==> config.mk <==
export PLATFORM = sky130hd
export DESIGN_NAME = uart_core
export DESIGN_NICKNAME = d
export VERILOG_FILES = /design/src/rtl/uart_core.sv
export SDC_FILE = /design/constraint.sdc
export NUM_CORES = 1
export LEC_CHECK = 0
export CORE_ASPECT_RATIO = 2
export CORE_MARGIN = 2
export CORE_UTILIZATION = 50
export DETAILED_ROUTE_END_ITERATION = 12
export PLACE_DENSITY = 0.77
export SETUP_SLACK_MARGIN = 0.05
export SYNTH_ARGS = -nofsm -noshare
export SYNTH_HDL_FRONTEND = slang
export SYNTH_SLANG_ARGS = --single-unit
==> constraint.sdc <==
create_clock -name clk -period 2.9 [get_ports clk]
set_input_delay 0.58 -clock clk [delete_from_list [all_inputs] [get_ports clk]]
set_output_delay 0.58 -clock clk [all_outputs]
set_load 0.005 [all_outputs]
==> src/rtl/uart_core.sv <==
`timescale 1ns/1ps
// uart_core: full-duplex UART with a baud-tick generator, a TX FIFO, a TX shifter
// and a 16x-oversampling receiver with false-start rejection and error pulses.
//
// Optional feature macro: UART_PARITY_EN
//   defined   -> a parity bit follows the data on TX and is checked on RX
//                (even parity, or odd when PARITY_ODD=1)
//   undefined -> no parity state exists; rx_parity_err is tied to 0
//
// Parameters: DATA_BITS (5..9), FIFO_DEPTH (power of 2, >= 2), PARITY_ODD (0/1)
// Ports:
//   clk, reset (async, active-low)
//   baud_div      - one tick every baud_div+1 clocks; 16 ticks per bit
//   tx_data/tx_valid/tx_ready - FIFO write handshake
//   tx_busy       - shifter active or FIFO non-empty
//   tx_count      - FIFO occupancy
//   txd           - serial output, idles high
//   rxd           - asynchronous serial input
//   rx_data/rx_valid          - last good word and its one-cycle strobe
//   rx_frame_err/rx_parity_err - one-cycle error strobes
module uart_core #(
   parameter int DATA_BITS  = 8,
   parameter int FIFO_DEPTH = 4,
   parameter int PARITY_ODD = 0
) (
   input  logic                          clk,
   input  logic                          reset,
   input  logic [15:0]                   baud_div,
   input  logic [DATA_BITS-1:0]          tx_data,
   input  logic                          tx_valid,
   output logic                          tx_ready,
   output logic                          tx_busy,
   output logic [$clog2(FIFO_DEPTH):0]   tx_count,
   output logic                          txd,
   input  logic                          rxd,
   output logic [DATA_BITS-1:0]          rx_data,
   output logic                          rx_valid,
   output logic                          rx_frame_err,
   output logic                          rx_parity_err
);

   localparam int AW = $clog2(FIFO_DEPTH);
   localparam int CW = AW + 1;

   typedef enum logic [2:0] {
      S_IDLE,
      S_START,
      S_DATA,
`ifdef UART_PARITY_EN
      S_PARITY,
`endif
      S_STOP
   } state_t;

   // ---------------- tick generator ----------------
   // The divisor is latched at each reload so a new baud_div only applies
   // from the next reload.
   logic [15:0] r_tick_cnt;
   logic [15:0] r_div;
   logic        w_tick;

   assign w_tick = (r_tick_cnt == r_div);

   always_ff @(posedge clk or negedge reset) begin
      if (!reset) begin
         r_tick_cnt <= '0;
         r_div      <= '0;
      end else if (w_tick) begin
         r_tick_cnt <= '0;
         r_div      <= baud_div;
      end else begin
         r_tick_cnt <= r_tick_cnt + 16'd1;
      end
   end

   // ---------------- TX FIFO ----------------
   logic [DATA_BITS-1:0] r_mem [FIFO_DEPTH];
   logic [AW-1:0]        r_wr_ptr, r_rd_ptr;
   logic [CW-1:0]        r_count;
   logic                 w_push, w_tx_pop, w_fifo_empty, w_tx_ready;
   logic [DATA_BITS-1:0] w_head;

   assign w_tx_ready   = (r_count != CW'(FIFO_DEPTH));
   assign w_fifo_empty = (r_count == '0);
   assign w_push       = tx_valid && w_tx_ready;
   assign w_head       = r_mem[r_rd_ptr];

   always_ff @(posedge clk) begin
      if (w_push) r_mem[r_wr_ptr] <= tx_data;
   end

   always_ff @(posedge clk or negedge reset) begin
      if (!reset) begin
         r_wr_ptr <= '0;
         r_rd_ptr <= '0;
         r_count  <= '0;
      end else begin
         if (w_push)   r_wr_ptr <= r_wr_ptr + AW'(1);
         if (w_tx_pop) r_rd_ptr <= r_rd_ptr + AW'(1);
         if (w_push && !w_tx_pop)      r_count <= r_count + CW'(1);
         else if (!w_push && w_tx_pop) r_count <= r_count - CW'(1);
      end
   end

   // ---------------- TX state machine ----------------
   state_t               r_tx_state, w_tx_next;
   logic [3:0]           r_tx_sub;
   logic [3:0]           r_tx_bit;
   logic [DATA_BITS-1:0] r_tx_shift;
   logic                 r_txd;
   logic                 w_tx_bit_end, w_tx_last;
`ifdef UART_PARITY_EN
   logic                 r_tx_par;
`endif

   assign w_tx_bit_end = w_tick && (r_tx_sub == 4'd15);
   assign w_tx_last    = (r_tx_bit == 4'(DATA_BITS - 1));

   always_ff @(posedge clk or negedge reset) begin
      if (!reset) r_tx_state <= S_IDLE;
      else        r_tx_state <= w_tx_next;
   end

   always_comb begin
      w_tx_next = r_tx_state;
      w_tx_pop  = 1'b0;
      case (r_tx_state)
         S_IDLE: if (w_tick && !w_fifo_empty) begin
            w_tx_pop  = 1'b1;
            w_tx_next = S_START;
         end
         S_START: if (w_tx_bit_end) w_tx_next = S_DATA;
`ifdef UART_PARITY_EN
         S_DATA:   if (w_tx_bit_end && w_tx_last) w_tx_next = S_PARITY;
         S_PARITY: if (w_tx_bit_end) w_tx_next = S_STOP;
`else
         S_DATA:   if (w_tx_bit_end && w_tx_last) w_tx_next = S_STOP;
`endif
         S_STOP: if (w_tx_bit_end) begin
            // back-to-back frames: the stop-ending tick also starts the next word
            if (!w_fifo_empty) begin
               w_tx_pop  = 1'b1;
               w_tx_next = S_START;
            end else begin
               w_tx_next = S_IDLE;
            end
         end
         default: w_tx_next = S_IDLE;
      endcase
   end

   always_ff @(posedge clk or negedge reset) begin
      if (!reset) begin
         r_tx_sub   <= '0;
         r_tx_bit   <= '0;
         r_tx_shift <= '0;
         r_txd      <= 1'b1;
`ifdef UART_PARITY_EN
         r_tx_par   <= 1'b0;
`endif
      end else if (w_tx_pop) begin
         r_tx_shift <= w_head;
         r_tx_sub   <= '0;
         r_txd      <= 1'b0;
`ifdef UART_PARITY_EN
         r_tx_par   <= (^w_head) ^ 1'(PARITY_ODD);
`endif
      end else if (w_tick && (r_tx_state != S_IDLE)) begin
         r_tx_sub <= r_tx_sub + 4'd1;
         if (r_tx_sub == 4'd15) begin
            case (r_tx_state)
               S_START: begin
                  r_txd    <= r_tx_shift[0];
                  r_tx_bit <= '0;
               end
               S_DATA: begin
                  if (w_tx_last) begin
`ifdef UART_PARITY_EN
                     r_txd <= r_tx_par;
`else
                     r_txd <= 1'b1;
`endif
                  end else begin
                     r_tx_shift <= r_tx_shift >> 1;
                     r_txd      <= r_tx_shift[1];
                     r_tx_bit   <= r_tx_bit + 4'd1;
                  end
               end
               default: r_txd <= 1'b1;
            endcase
         end
      end
   end

   // ---------------- RX synchroniser and state machine ----------------
   logic                 r_rx_s1, r_rx_s2, r_rx_prev;
   logic                 w_rx_line, w_rx_fall;
   state_t               r_rx_state, w_rx_next;
   logic [3:0]           r_rx_sub;
   logic [3:0]           r_rx_bit;
   logic [DATA_BITS-1:0] r_rx_shift;
   logic [DATA_BITS-1:0] r_rx_data;
   logic                 r_rx_valid, r_rx_ferr;
   logic                 w_rx_mid, w_rx_end, w_rx_last, w_rx_done, w_par_bad;
`ifdef UART_PARITY_EN
   logic                 r_rx_par_bit, r_rx_perr;
`endif

   assign w_rx_line = r_rx_s2;
   assign w_rx_fall = r_rx_prev && !r_rx_s2;
   assign w_rx_mid  = w_tick && (r_rx_sub == 4'd7);
   assign w_rx_end  = w_tick && (r_rx_sub == 4'd15);
   assign w_rx_last = (r_rx_bit == 4'(DATA_BITS - 1));
   assign w_rx_done = (r_rx_state == S_STOP) && w_rx_mid;
`ifdef UART_PARITY_EN
   assign w_par_bad = ((^r_rx_shift) ^ r_rx_par_bit) != 1'(PARITY_ODD);
`else
   assign w_par_bad = 1'b0;
`endif

   always_ff @(posedge clk or negedge reset) begin
      if (!reset) begin
         r_rx_s1    <= 1'b1;
         r_rx_s2    <= 1'b1;
         r_rx_prev  <= 1'b1;
         r_rx_state <= S_IDLE;
      end else begin
         r_rx_s1    <= rxd;
         r_rx_s2    <= r_rx_s1;
         r_rx_prev  <= r_rx_s2;
         r_rx_state <= w_rx_next;
      end
   end

   always_comb begin
      w_rx_next = r_rx_state;
      case (r_rx_state)
         S_IDLE:  if (w_rx_fall) w_rx_next = S_START;
         S_START: begin
            if (w_rx_mid && w_rx_line) w_rx_next = S_IDLE;   // false start
            else if (w_rx_end)         w_rx_next = S_DATA;
         end
`ifdef UART_PARITY_EN
         S_DATA:   if (w_rx_end && w_rx_last) w_rx_next = S_PARITY;
         S_PARITY: if (w_rx_end) w_rx_next = S_STOP;
`else
         S_DATA:   if (w_rx_end && w_rx_last) w_rx_next = S_STOP;
`endif
         // leaving at mid-stop re-arms edge detection for the next start bit
         S_STOP:  if (w_rx_mid) w_rx_next = S_IDLE;
         default: w_rx_next = S_IDLE;
      endcase
   end

   always_ff @(posedge clk or negedge reset) begin
      if (!reset) begin
         r_rx_sub     <= '0;
         r_rx_bit     <= '0;
         r_rx_shift   <= '0;
         r_rx_data    <= '0;
         r_rx_valid   <= 1'b0;
         r_rx_ferr    <= 1'b0;
`ifdef UART_PARITY_EN
         r_rx_par_bit <= 1'b0;
         r_rx_perr    <= 1'b0;
`endif
      end else begin
         r_rx_valid <= 1'b0;
         r_rx_ferr  <= 1'b0;
`ifdef UART_PARITY_EN
         r_rx_perr  <= 1'b0;
`endif
         if (r_rx_state == S_IDLE) begin
            r_rx_sub <= '0;
            r_rx_bit <= '0;
         end else if (w_tick) begin
            r_rx_sub <= r_rx_sub + 4'd1;
            if (w_rx_mid && (r_rx_state == S_DATA))
               r_rx_shift <= {w_rx_line, r_rx_shift[DATA_BITS-1:1]};
`ifdef UART_PARITY_EN
            if (w_rx_mid && (r_rx_state == S_PARITY))
               r_rx_par_bit <= w_rx_line;
`endif
            if (w_rx_end && (r_rx_state == S_DATA))
               r_rx_bit <= r_rx_bit + 4'd1;
         end
         if (w_rx_done) begin
            r_rx_ferr <= !w_rx_line;
`ifdef UART_PARITY_EN
            r_rx_perr <= w_par_bad;
`endif
            if (w_rx_line && !w_par_bad) begin
               r_rx_data  <= r_rx_shift;
               r_rx_valid <= 1'b1;
            end
         end
      end
   end

   assign tx_ready     = w_tx_ready;
   assign tx_busy      = (r_tx_state != S_IDLE) || !w_fifo_empty;
   assign tx_count     = r_count;
   assign txd          = r_txd;
   assign rx_data      = r_rx_data;
   assign rx_valid     = r_rx_valid;
   assign rx_frame_err = r_rx_ferr;
`ifdef UART_PARITY_EN
   assign rx_parity_err = r_rx_perr;
`else
   assign rx_parity_err = 1'b0;
`endif

endmodule

==> impl_metrics.json, run 1 <==
{
  "status": "finished, final reports clean",
  "synth_top_area_frac": 0.393,
  "antenna_found_initial": 0,
  "cpMaxStageDelayCell": "nor4_1",
  "power_leakage_nw": 2.78,
  "end_kind": "flip-flop",
  "post-dp-hpwl_mm": 6.85,
  "drt_wl_total_mm": 9.94,
  "wl_per_cell_um": 15.1,
  "crit_type": "flip-flop to flip-flop",
  "finClkSkew_ps": 10.8,
  "synthFlopType": "dfrtp_1",
  "ant_nets": 0,
  "critPathBufInv": 2,
  "mostFrequentLayoutCell": "nand2_1",
  "grt_pass1_vias": 3765,
  "port_buffers": 43,
  "cts_tree": "done",
  "design_power_total_mw": 4.41,
  "grtUsageTotal": 0.189,
  "p_int_mw": 3.41,
  "swShare": 0.226,
  "seqPwrFrac": 0.445,
  "clkPwrFrac": 0.467,
  "fin_crit_ps": 2700,
  "place.gp.congestion": 0.801,
  "yosysSeqAreaShare": 0.589,
  "syn_to_final_growth_pct": 21.6,
  "syn-cell-area_um2": 5420,
  "worstPathCellList": "xor2_1 > nor4_1 > and4_1 > and2_1 > inv_2 > ha_1 > inv_1 > fa_1 > mux2_2",
  "drc": 0,
  "grt_pass1_wl_mm": 17.2,
  "core-area_um2": 10500,
  "tightestPinTransition_ps": 575,
  "drt-initial-drc-count": 180,
  "drv_slew": 0,
  "ys_ff_latch": 121,
  "synth_fp_nets": 499,
  "start_util": 0.514,
  "io_pins": 45,
  "min_period_over_period": 0.931,
  "die_x_um": 77.6,
  "die_h_um": 151,
  "async_flop_share": 0.736,
  "viasPerCell": 5.36,
  "grt-ovfl-total": 0,
  "synth.area.top_cells": "dfrtp_1 39%, edfxtp_1 18%, nand2_1 6.0%",
  "worst_slack_ps": 199,
  "fillers": 759,
  "cts.sinks": 121,
  "setup_violations": 0,
  "fin_util": 0.625,
  "nets": 552,
  "rsz0062_at_grt": "yes",
  "clkLatencyLatePin_ps": 420,
  "critPathTopFamily": "simple AND/OR/NAND/NOR gates",
  "synth_top_family_by_area": "simple AND/OR/NAND/NOR gates",
  "slowest_delay_ps": 480,
  "numCtsBuffers": 17,
  "crit_required_ps": 3200,
  "fmax_mhz": 370,
  "synth_mux_area_frac": 0.0859,
  "arrival_ps": 3000,
  "synthAdderAreaFrac": 0.0360,
  "antenna_cells": 0,
  "yosys_warnings": 0,
  "syn_area_per_cell_um2": 11.9,
  "vdd_drop_max_v": 0.000687,
  "synthCells": 456,
  "switching_power_uw": 994,
  "ys_types": 55,
  "synth-compound-area-share": 0.0411,
  "first_pass_iters": 4,
  "post-place-ws_ps": 202,
  "hold_slack_ps": 146,
  "path_max_fanout": 3,
  "root_buffer": "clkbuf_16",
  "synthXorXnorAreaFrac": 0.0598,
  "yosys.area_share.simple": 0.163,
  "die_area_um2": 11700,
  "vias": 3529,
  "mostFrequentLayoutCells": "87 x nand2_1, 85 x dfrtp_1, 42 x clkdlybuf4s50_1",
  "clk_pin_slew_ps": 60,
  "power.density_nw_per_um2": 669,
  "p_comb_frac": 0.088,
  "max_slew_margin": 0.617,
  "fin_setup_tns_ps": 0,
  "hold_path.class": "primary input to asynchronous set/reset pin",
  "cts_max_level": 4,
  "drive_gt1_frac": 0.119,
  "critPathLaunchType": "flip-flop",
  "hold_viol": 0,
  "synth-edff-count": 32,
  "yosysTopAreaCell": "dfrtp_1",
  "num_rows": 53,
  "grt_max_degree": 49,
  "clock_path_buffers": 2,
  "max_cap_viol_count": 0
}
-- flip-flops by register name (all words and copies together), names as in the netlist --
register	count
r_div	16
r_tx_state	2
r_rx_shift	8
r_rd_ptr	2
txd	1
r_rx_sub	4
r_tx_shift	8
r_wr_ptr	2
rx_valid	1
rx_frame_err	1
r_rx_prev	1
r_tx_bit	4
r_tick_cnt	16
tx_count	3
rx_data	8
r_rx_state	2
r_rx_bit	4
r_rx_s2	1
r_rx_s1	1
r_tx_sub	4
r_mem	32
-- cell families (layout without fill, tap and decap cells) --
| logic type | after synthesis | in the layout |
|---|---|---|
| flip-flops | 121 | 121 |
| XOR/XNOR | 37 | 37 |
| AND/OR/NAND/NOR | 187 | 187 |
| AO/OA/AOI/OAI | 33 | 33 |
| other | 1 | 1 |
| buffers and inverters | 28 | 94 |
| multiplexers | 34 | 34 |
| adder cells (fa/ha/maj) | 15 | 15 |
-- metrics by stage --
step	cell area, um^2	instances
floorplan	5420	456
global placement	6000	627
detailed placement	6000	627
CTS	6590	659
global route	6590	659
finish	6590	659
-- final timing paths --
kind | startpoint | endpoint | slack [ps] | cells past startpoint
min in group clk | r_rx_s1 | r_rx_s2 | 360 | 0
max reg2reg | r_tick_cnt[14] | tx_count[1] | 200 | 9
min | reset | r_div[11] | 150 | 1
max | r_tick_cnt[14] | tx_count[1] | 200 | 9
max in group asynchronous | reset | r_rx_s2 | 2040 | 2
min reg2reg | r_rx_s1 | r_rx_s2 | 360 | 0
-- layer usage --
layer	wire length [um]	vias to the layer above	GRT usage
met5	0	-	0
met3	315	15	0.0501
met2	5700	64	0.351
met4	218	0	0.0973
li1	-	1692	-
met1	3710	1758	0.190
-- worst reg2reg max path, cell delays in order, from the launching register on --
cell and delay (ps):
dfrtp_1 410, xor2_1 150, nor4_1 480, and4_1 370, and2_1 190, inv_2 50, ha_1 200, inv_1 70
fa_1 400, mux2_2 260
-- what timing repair did --
| item | CTS | global route |
|---|---|---|
| endpoints found under the setup margin | 0 | 3 |
| setup buffers | 0 | 0 |
| hold buffers | 0 | 0 |
| endpoints found under the hold margin | 0 | 0 |
| resized for setup | 0 | 1 |
-- area by class of cell --
| type | count | area [um^2] | share of cell area |
|---|---|---|---|
| clock inverters | 11 | 118 | 0.0179 |
| inverters | 12 | 45.0 | 0.00684 |
| multi-input cells | 307 | 2090 | 0.318 |
| well taps | 137 | 171 | 0.0260 |
| clock buffers | 21 | 470 | 0.0714 |
| flip-flops and latches | 121 | 3190 | 0.485 |
| repair buffers | 50 | 497 | 0.0754 |
-- power by group through the flow --
stage / sequential (mW) / combinational, mW / clock (mW)
floorplan: 1.98 / 0.196 / 0
global placement: 1.98 / 0.375 / 0
detailed placement: 1.99 / 0.393 / 0
CTS: 1.96 / 0.398 / 2.09
global route: 1.97 / 0.437 / 2.17
finish: 1.96 / 0.386 / 2.06
-- Yosys cell counts (7+ instances only) --
master / n
a21oi_1: 8
dfrtp_1: 85
edfxtp_1: 32
ha_1: 14
inv_1: 11
mux2_1: 18
mux4_2: 8
nand2_1: 87
nand3_1: 11
nor2_1: 41
nor3_1: 7
or3_1: 9
xnor2_1: 10
xor2_1: 27
No activity file was read; power rests on OpenSTA's default activity.
==> run 2, diff against run 1 <==
--- a/config.mk
+++ b/config.mk
@@ -9,6 +9,7 @@
 export CORE_MARGIN = 2
 export CORE_UTILIZATION = 50
 export DETAILED_ROUTE_END_ITERATION = 12
+export HOLD_SLACK_MARGIN = 0.02
 export PLACE_DENSITY = 0.77
 export SETUP_SLACK_MARGIN = 0.05
 export SYNTH_ARGS = -nofsm -noshare
==> results of run 2 <==
The final DEF is identical to that of run 1; final timing and power are the same.
==> run 3, diff against run 2 <==
--- a/config.mk
+++ b/config.mk
@@ -10,7 +10,7 @@
 export CORE_UTILIZATION = 50
 export DETAILED_ROUTE_END_ITERATION = 12
 export HOLD_SLACK_MARGIN = 0.02
-export PLACE_DENSITY = 0.77
+export PLACE_DENSITY = 0.74
 export SETUP_SLACK_MARGIN = 0.05
 export SYNTH_ARGS = -nofsm -noshare
 export SYNTH_HDL_FRONTEND = slang
==> constraint.sdc (replaced) <==
create_clock -name clk -period 2.5 [get_ports clk]
set_input_delay 0.5 -clock clk [delete_from_list [all_inputs] [get_ports clk]]
set_output_delay 0.5 -clock clk [all_outputs]
set_load 0.005 [all_outputs]
==> impl_metrics.json, run 3 (same netlist as run 1, synthesis figures left out) <==
{
  "finClkSkew_ps": 9.47,
  "seqPwrFrac": 0.449,
  "power.density_nw_per_um2": 750,
  "grt-ovfl-total": 0,
  "vias": 3626,
  "mostFrequentLayoutCells": "87 x nand2_1, 85 x dfrtp_1, 42 x clkdlybuf4s50_1",
  "cts_tree": "done",
  "hold_path.class": "primary input to asynchronous set/reset pin",
  "clkLatencyLatePin_ps": 410,
  "num_rows": 53,
  "root_buffer": "clkbuf_16",
  "hold_viol": 0,
  "largestRegisters": "r_mem (32), r_div (16), r_tick_cnt (16)",
  "tightestPinTransition_ps": 595,
  "top_register": "r_mem",
  "setup_violations": 0,
  "numCtsBuffers": 17,
  "cts.sinks": 121,
  "place.gp.congestion": 0.822,
  "mostFrequentLayoutCell": "nand2_1",
  "antenna_cells": 0,
  "wl_per_cell_um": 15.7,
  "design_power_total_mw": 5.09,
  "grt_pass1_vias": 3947,
  "die_x_um": 77.6,
  "end_kind": "flip-flop",
  "postPlaceCellArea_um2": 6170,
  "postLayoutCellArea_um2": 6780,
  "r2r_end": "tx_count[1]",
  "crit_required_ps": 2800,
  "cts_hold_buf": 0,
  "clkPwrFrac": 0.459,
  "startpoint": "r_div[11]",
  "viasPerCell": 5.35,
  "clock_path_buffers": 2,
  "ant_nets": 0,
  "min_period_over_period": 0.977,
  "switching_power_mw": 1.18,
  "worstRegToRegCells": 9,
  "r2r_setup_slack_ps": 60,
  "syn_to_final_growth_pct": 25.1,
  "die_h_um": 151,
  "p_comb_frac": 0.091,
  "crit_type": "flip-flop to flip-flop",
  "path_max_fanout": 2,
  "antenna_found_initial": 0,
  "core-area_um2": 10500,
  "start_util": 0.514,
  "rsz0062_at_grt": "yes",
  "nets": 571,
  "io_pins": 45,
  "swShare": 0.233,
  "max_cap_viol_count": 0,
  "max_slew_margin": 0.603,
  "grtUsageTotal": 0.204,
  "fin_crit_ps": 2440,
  "cts_max_level": 4,
  "largest_reg_flops": 32,
  "power_leakage_nw": 2.89,
  "critPathLaunchType": "flip-flop",
  "grt_max_degree": 43,
  "grt_pass1_wl_mm": 18.2,
  "drv_slew": 0,
  "die_area_um2": 11700,
  "r2r-start": "r_div[11]",
  "drt_wl_total_mm": 10.7,
  "post-dp-hpwl_mm": 7.38,
  "drive_gt1_frac": 0.165,
  "drc": 0,
  "port_buffers": 43,
  "clk_pin_slew_ps": 60,
  "status": "finished, final reports clean",
  "arrival_ps": 2740,
  "drt-initial-drc-count": 183,
  "fmax_mhz": 410,
  "first_pass_iters": 4,
  "fin_util": 0.643,
  "p_int_mw": 3.90,
  "vdd_drop_max_v": 0.000748
}
## run 3: changes by cell type in the layout (fill, tap and decap cells not counted), sizes merged
cell,change
clkinvlp,+1
inv,-3
clkinv,+3
bufinv,-1
buf,+19
## run 3: what timing repair did
item,4_1_cts,5_1_grt
setup buffers,0,1
setup endpoints to repair,1,1
gates resized for setup,2,2
pin swaps,3,3
## run 3: critical path, stage by stage (launching register included)
cell	delay [ps]
dfrtp_1	390
xor2_1	200
nor4_4	370
and4_4	310
and2_4	180
inv_6	30
ha_4	150
inv_2	50
fa_1	400
mux2_2	260
## run 3: worst max path at each step
| stage | to | slack [ps] | depth (start not counted) |
|---|---|---|---|
| after floorplan | tx_count[1] | -130 | 12 |
| after global placement | tx_count[1] | 40 | 9 |
| after detailed placement | tx_count[1] | 10 | 9 |
| after CTS | tx_count[1] | 40 | 9 |
| after global routing | tx_count[1] | -20 | 9 |
| final | tx_count[1] | 60 | 9 |
## run 3: power groups by stage
stage / Clock, mW / Combinational (mW) / Sequential (mW)
after floorplan: 0 / 0.236 / 2.29
after global placement: 0 / 0.449 / 2.30
after detailed placement: 0 / 0.472 / 2.32
after CTS: 2.37 / 0.476 / 2.29
after global routing: 2.47 / 0.524 / 2.30
final: 2.34 / 0.464 / 2.28
## run 3: area by class of cell
cell class	count	area, um^2
Clock buffer	21	482
Clock inverter	11	96.3
Fill cell	784	3770
Inverter	12	50.0
Multi-Input combinational cell	307	2150
Sequential cell	121	3190
Tap cell	137	171
Timing Repair Buffer	69	636
## run 3: per-layer routing
| layer | track usage | part of all wire | vias up |
|---|---|---|---|
| li1 | - | - | 1725 |
| met1 | 0.200 | 0.36 | 1800 |
| met2 | 0.388 | 0.59 | 79 |
| met3 | 0.0566 | 0.033 | 22 |
| met4 | 0.0893 | 0.022 | 0 |
| met5 | 0 | 0 | - |
## run 3: per-stage QoR
step           worst slack [ps]  cells  setup TNS [ps]  hold slack, ps
2_1_floorplan              -126    456            -126             204
3_3_place_gp               39.1    645               0             346
3_5_place_dp               10.7    645               0             349
4_1_cts                    44.0    677               0            23.8
5_1_grt                   -16.6    678           -16.6            35.1
6_report                   58.1    678               0            17.6
